`src/rtl/order_book_pkg.sv`:
```
// Shared sizes and record types for the bid-side order book.
// The order word layout matches slave_tdata: price in the upper half, quantity in the lower.
package order_book_pkg;

  localparam int DEPTH   = 10;
  localparam int PRICE_W = 32;
  localparam int QTY_W   = 32;

  typedef struct packed {
    logic [PRICE_W-1:0] price;
    logic [QTY_W-1:0]   volume;
  } order_t;

  typedef struct packed {
    logic [PRICE_W-1:0] price;
    logic [QTY_W-1:0]   qty;
  } level_t;

endpackage

```
`src/rtl/order_book_level.sv`:
```
// One book slot: its {price, qty} register plus the match/insert-before compare
// against the incoming order price.
module order_book_level #(
  parameter int PRICE_W = 32,
  parameter int QTY_W   = 32
) (
  input  logic               clk,
  input  logic               rst,
  input  logic [PRICE_W-1:0] price_d_i,
  input  logic [QTY_W-1:0]   qty_d_i,
  input  logic [PRICE_W-1:0] ord_price_i,
  output logic [PRICE_W-1:0] price_o,
  output logic [QTY_W-1:0]   qty_o,
  output logic               hit_o,
  output logic               gt_o
);

  logic [PRICE_W-1:0] price_q;
  logic [QTY_W-1:0]   qty_q;
  logic               occ;

  always_ff @(posedge clk) begin
    if (rst) begin
      price_q <= '0;
      qty_q   <= '0;
    end else begin
      price_q <= price_d_i;
      qty_q   <= qty_d_i;
    end
  end

  // An all-zero slot is empty; empty slots always accept an insertion.
  assign occ     = (price_q != '0) || (qty_q != '0);
  assign hit_o   = occ && (price_q == ord_price_i);
  assign gt_o    = !occ || (ord_price_i > price_q);
  assign price_o = price_q;
  assign qty_o   = qty_q;

endmodule

```
`src/rtl/order_book.sv`:
```
// Best-DEPTH bid ladder, descending price. One order per cycle: aggregate on a price
// match, otherwise insert at the first lower/empty slot and shift the tail down.
module order_book
  import order_book_pkg::*;
#(
  parameter int DEPTH   = order_book_pkg::DEPTH,
  parameter int PRICE_W = order_book_pkg::PRICE_W,
  parameter int QTY_W   = order_book_pkg::QTY_W
) (
  input  logic                            clk,
  input  logic                            rst,
  input  logic [PRICE_W+QTY_W-1:0]        slave_tdata,
  input  logic                            slave_tvalid,
  output logic [DEPTH-1:0][PRICE_W-1:0]   bidprices_out,
  output logic [DEPTH-1:0][QTY_W-1:0]     bidquantities_out
);

  function automatic logic [QTY_W-1:0] sat_add(input logic [QTY_W-1:0] a,
                                               input logic [QTY_W-1:0] b);
    logic [QTY_W:0] s;
    s = {1'b0, a} + {1'b0, b};
    return s[QTY_W] ? {QTY_W{1'b1}} : s[QTY_W-1:0];
  endfunction

  order_t                         ord;
  logic                           acc;
  logic                           any_hit;
  logic [DEPTH-1:0]               hit, gt, take, shift;
  logic [DEPTH-1:0][PRICE_W-1:0]  price_q, price_d, prev_price;
  logic [DEPTH-1:0][QTY_W-1:0]    qty_q, qty_d, prev_qty;

  assign ord     = slave_tdata;
  assign acc     = slave_tvalid && (ord.price != '0) && (ord.volume != '0);
  assign any_hit = |hit;

  // prev_*[i] is slot i-1, with zero shifted into slot 0 (never selected there).
  assign prev_price = {price_q[DEPTH-2:0], {PRICE_W{1'b0}}};
  assign prev_qty   = {qty_q[DEPTH-2:0], {QTY_W{1'b0}}};

  always_comb begin
    logic seen;
    seen  = 1'b0;
    take  = '0;
    shift = '0;
    for (int i = 0; i < DEPTH; i++) begin
      take[i]  = gt[i] && !seen;
      shift[i] = seen;
      seen     = seen || gt[i];
    end
  end

  always_comb begin
    price_d = price_q;
    qty_d   = qty_q;
    for (int i = 0; i < DEPTH; i++) begin
      if (acc) begin
        if (any_hit) begin
          if (hit[i]) qty_d[i] = sat_add(qty_q[i], ord.volume);
        end else if (take[i]) begin
          price_d[i] = ord.price;
          qty_d[i]   = ord.volume;
        end else if (shift[i]) begin
          price_d[i] = prev_price[i];
          qty_d[i]   = prev_qty[i];
        end
      end
    end
  end

  for (genvar g = 0; g < DEPTH; g++) begin : g_slot
    order_book_level #(
      .PRICE_W(PRICE_W),
      .QTY_W  (QTY_W)
    ) u_level (
      .clk        (clk),
      .rst        (rst),
      .price_d_i  (price_d[g]),
      .qty_d_i    (qty_d[g]),
      .ord_price_i(ord.price),
      .price_o    (price_q[g]),
      .qty_o      (qty_q[g]),
      .hit_o      (hit[g]),
      .gt_o       (gt[g])
    );
  end

  assign bidprices_out     = price_q;
  assign bidquantities_out = qty_q;

endmodule

```
`config.mk`:
```
export PLATFORM = sky130hd
export DESIGN_NAME = order_book
export DESIGN_NICKNAME = d
export VERILOG_FILES = /design/src/rtl/order_book_pkg.sv /design/src/rtl/order_book_level.sv /design/src/rtl/order_book.sv
export SDC_FILE = /design/constraint.sdc
export NUM_CORES = 2
export LEC_CHECK = 0
export ABC_AREA = 1
export CELL_PAD_IN_SITES_DETAIL_PLACEMENT = 0
export CELL_PAD_IN_SITES_GLOBAL_PLACEMENT = 1
export CORE_UTILIZATION = 46
export CTS_BUF_LIST = sky130_fd_sc_hd__clkbuf_4 sky130_fd_sc_hd__clkbuf_8 sky130_fd_sc_hd__clkbuf_16
export CTS_CLUSTER_DIAMETER = 80
export DETAILED_ROUTE_END_ITERATION = 10
export DONT_BUFFER_PORTS = 1
export PLACE_DENSITY_LB_ADDON = 0.1
export SETUP_SLACK_MARGIN = 0.05
export SYNTH_ARGS = -nofsm -noshare
export SYNTH_HDL_FRONTEND = slang
export SYNTH_SLANG_ARGS = --single-unit
```
`constraint.sdc`:
```
create_clock -name clk -period 5 [get_ports clk]
set_input_delay 1 -clock clk [delete_from_list [all_inputs] [get_ports clk]]
set_output_delay 1 -clock clk [all_outputs]
set_load 0.03 [all_outputs]
```
==> flow_metrics.env <==
export IMPL_holdBufCountCts=0
export IMPL_avgRoutedWirePerCell_um=29.2
export IMPL_ant_nets=0
export IMPL_cp_end_kind="register"
export IMPL_io_pins=707
export IMPL_rsz0062_at_grt="false"
export IMPL_path_buf_inv=3
export IMPL_syn_num_nets=10100
export IMPL_finalSetupViolCount=0
export IMPL_die_w_um=361
export IMPL_h_tree_depth=3
export IMPL_antenna_found_initial=36
export IMPL_ys_flop_type="dfxtp_1"
export IMPL_worstPathMaxFanout=62
export IMPL_finalCritPeriodShare=0.910
export IMPL_total_power_mw=21.3
export IMPL_relSlewSlack=0.212
export IMPL_synth_cells=9419
export IMPL_gr_total_overflow=0
export IMPL_ys_ff_latch=640
export IMPL_drive_gt1_frac=0.0806
export IMPL_syn2layout_area_growth_pct=13.0
export IMPL_start_kind="register"
export IMPL_fin_nets=10300
export IMPL_ir_drop_uv=292
export IMPL_gp_congestion=1.05
export IMPL_die_height_um=361
export IMPL_seq_area_frac_synth=0.216
export IMPL_grt_usage=0.486
export IMPL_synth_area_mm2=0.0593
export IMPL_slowest_stage="dfxtp_1"
export IMPL_initial_core_util=0.465
export IMPL_worstMarginPinSlew_ns=1.17
export IMPL_cp_slowest_stage_delay_ns=0.73
export IMPL_drc=0
export IMPL_crit_family="simple AND/OR/NAND/NOR gates"
export IMPL_cts_tree="yes"
export IMPL_ys_warn_count=0
export IMPL_clockBufferDepth=3
export IMPL_finalClockSkew_ns=0.0309
export IMPL_post_cts_resized=0
export IMPL_cts_root_buf="clkbuf_16"
export IMPL_outcome="complete, no violations"
export IMPL_critPathRequiredTime_ns=5.61
export IMPL_clkTransAtPathRegs_ns=0.06
export IMPL_arrival_ns=5.16
export IMPL_drv_slew=0
export IMPL_clk_latency_ns=0.73
export IMPL_leakage_nw=31.5
export IMPL_yosysUniqueCellTypes=60
export IMPL_cts_setup_buffers=0
export IMPL_holdCritPathClass="primary input to register"
export IMPL_synth_edff_count=0
export IMPL_vias_per_cell=6.30
export IMPL_drtPass1Iterations=9
export IMPL_dieArea_mm2=0.130
export IMPL_cts_sinks=640
export IMPL_drt_iter0_drc=9812
export IMPL_row_count=131
export IMPL_fin_crit_ns=4.55
export IMPL_avgSynthCellArea_um2=6.30
export IMPL_grt_pass1_wl_um=463000
export IMPL_p_per_area_mw_per_mm2=318
export IMPL_core_area_mm2=0.128
export IMPL_crit_type="register to register"
export IMPL_maxCapViolCount=0
export IMPL_tns_ns=0
export IMPL_drt_total_wl_um=331000
export IMPL_grt_pass1_vias=64500
export IMPL_hold_viol=0
export IMPL_grt_max_degree=135
export IMPL_hpwl_um=247000
export IMPL_via_count=71400
export IMPL_cts_buffers=85
export IMPL_clock_fmax_ghz=0.220
export IMPL_path_cells="inv_1 > ha_1 > nand2_1 > nor2_1 > nand4_1 > nor3_2 > and2_1 > nand2_1 > o21ai_0 > nor2_1 > nand3_4 > nand4_1 > nand2_2 > buf_4 > nand3_1 > o211ai_1 > inv_1"
export IMPL_io_buffers=0
export IMPL_ys_async_sr_fraction=0
export IMPL_fillers=13100
export IMPL_reg2reg_slack_ns=0.45
[kinds of logic after synthesis]
logic type / after synthesis / share of synthesized area
DFF: 640 / 0.216
buffers and inverters: 1591 / 0.103
adders and majority gates: 650 / 0.138
xor gates and xnor gates: 195 / 0.0288
and+or+nand+nor: 3539 / 0.256
AOI/OAI and AO/OA: 2804 / 0.258
[state kept, by name, indices dropped and copies added (netlist names)]
name and flops:
g_slot.u_level.qty_o 320, g_slot.u_level.price_o 320
[final cells by class]
class / count / area (um^2) / share of cell area
multi-input cells: 7188 / 40600 / 0.606
flip-flops and latches: 640 / 12800 / 0.191
inverters: 1180 / 4440 / 0.0662
repair buffers: 482 / 3990 / 0.0596
clock buffers: 120 / 2530 / 0.0377
well taps: 1662 / 2080 / 0.0310
clock inverters: 37 / 508 / 0.00758
diodes: 29 / 72.6 / 0.00108
[metrics by stage]
stage	setup slack (ns)	hold WS, ns	util	cells	cell area (um^2)
after detailed placement	0.108	0.464	0.501	11200	63900
after global routing	0.221	0.359	0.525	11300	67000
after CTS	0.644	0.350	0.524	11300	67000
after global placement	0.183	0.463	0.501	11200	63900
after floorplan	1.24	0.603	-	9419	59300
final	0.448	0.403	0.525	11300	67000
[worst paths after layout]
| path | startpoint | to | cells past startpoint |
|---|---|---|---|
| setup / recovery | g_slot[2].u_level.price_o[31] | g_slot[2].u_level.qty_o[3] | 17 |
| hold / removal | rst | g_slot[2].u_level.price_o[25] | 1 |
| setup reg to reg | g_slot[2].u_level.price_o[31] | g_slot[2].u_level.qty_o[3] | 17 |
| hold reg to reg | g_slot[0].u_level.price_o[31] | g_slot[0].u_level.price_o[31] | 2 |
[Yosys cell counts, types with 68 or more instances]
| master | n | share of area |
|---|---|---|
| o21ai_0 | 986 | 0.083 |
| a31oi_1 | 86 | 0.0091 |
| nand4_1 | 130 | 0.014 |
| dfxtp_1 | 640 | 0.22 |
| nor4_1 | 133 | 0.014 |
| inv_1 | 1157 | 0.073 |
| nand3_1 | 501 | 0.042 |
| xnor2_1 | 96 | 0.014 |
| or2_2 | 68 | 0.0072 |
| nand2_1 | 1633 | 0.10 |
| ha_1 | 640 | 0.13 |
| xor2_1 | 99 | 0.015 |
| nor3_1 | 83 | 0.0070 |
| a21oi_1 | 1212 | 0.10 |
| nor2_1 | 905 | 0.057 |
| clkbuf_1 | 289 | 0.018 |
| o21ai_1 | 81 | 0.0068 |
| buf_2 | 80 | 0.0067 |
| o211ai_1 | 263 | 0.033 |
[worst register-to-register path, delay by kind of cell (launching register included)]
family	cells	cell delay, ns
flip-flops	1	0.73
AND/OR/NAND/NOR	11	2.43
AO/OA/AOI/OAI	2	0.24
buffers and inverters	3	0.71
adder cells (fa/ha/maj)	1	0.31
[report_power, final]
| part | internal, mW | switching (mW) | total, mW |
|---|---|---|---|
| Clock | 4.01 | 2.81 | 6.83 |
| Sequential | 5.55 | 0.964 | 6.52 |
| Combinational | 2.53 | 5.47 | 8.00 |
| Total | 12.1 | 9.24 | 21.3 |
[cell usage in the layout (no fill, tap or decap), types with 12 or more instances in the layout]
master / n
nor2_1: 899
o211ai_1: 263
clkbuf_8: 19
nand3_1: 499
xor2_1: 99
o21ai_0: 986
o21ai_1: 80
a21boi_0: 20
o21a_1: 48
xnor2_1: 96
diode_2: 29
nor3_1: 83
or2_2: 68
clkinv_2: 14
a31oi_1: 83
o21bai_1: 24
and2_1: 21
nand4_1: 130
clkbuf_4: 15
nand2_1: 1628
buf_4: 452
dfxtp_1: 640
nand3b_1: 32
nor4_1: 133
clkbuf_16: 86
ha_1: 640
a21o_1: 31
clkinv_1: 12
inv_1: 1156
buf_12: 30
nand2_2: 13
a21oi_1: 1212
[per-layer routing]
metal	wire (um)	global-route usage
met1	123000	0.582
met2	132000	0.694
met3	45300	0.186
met4	29700	0.376
met5	199	0
No activity file was read; power rests on OpenSTA's default activity.
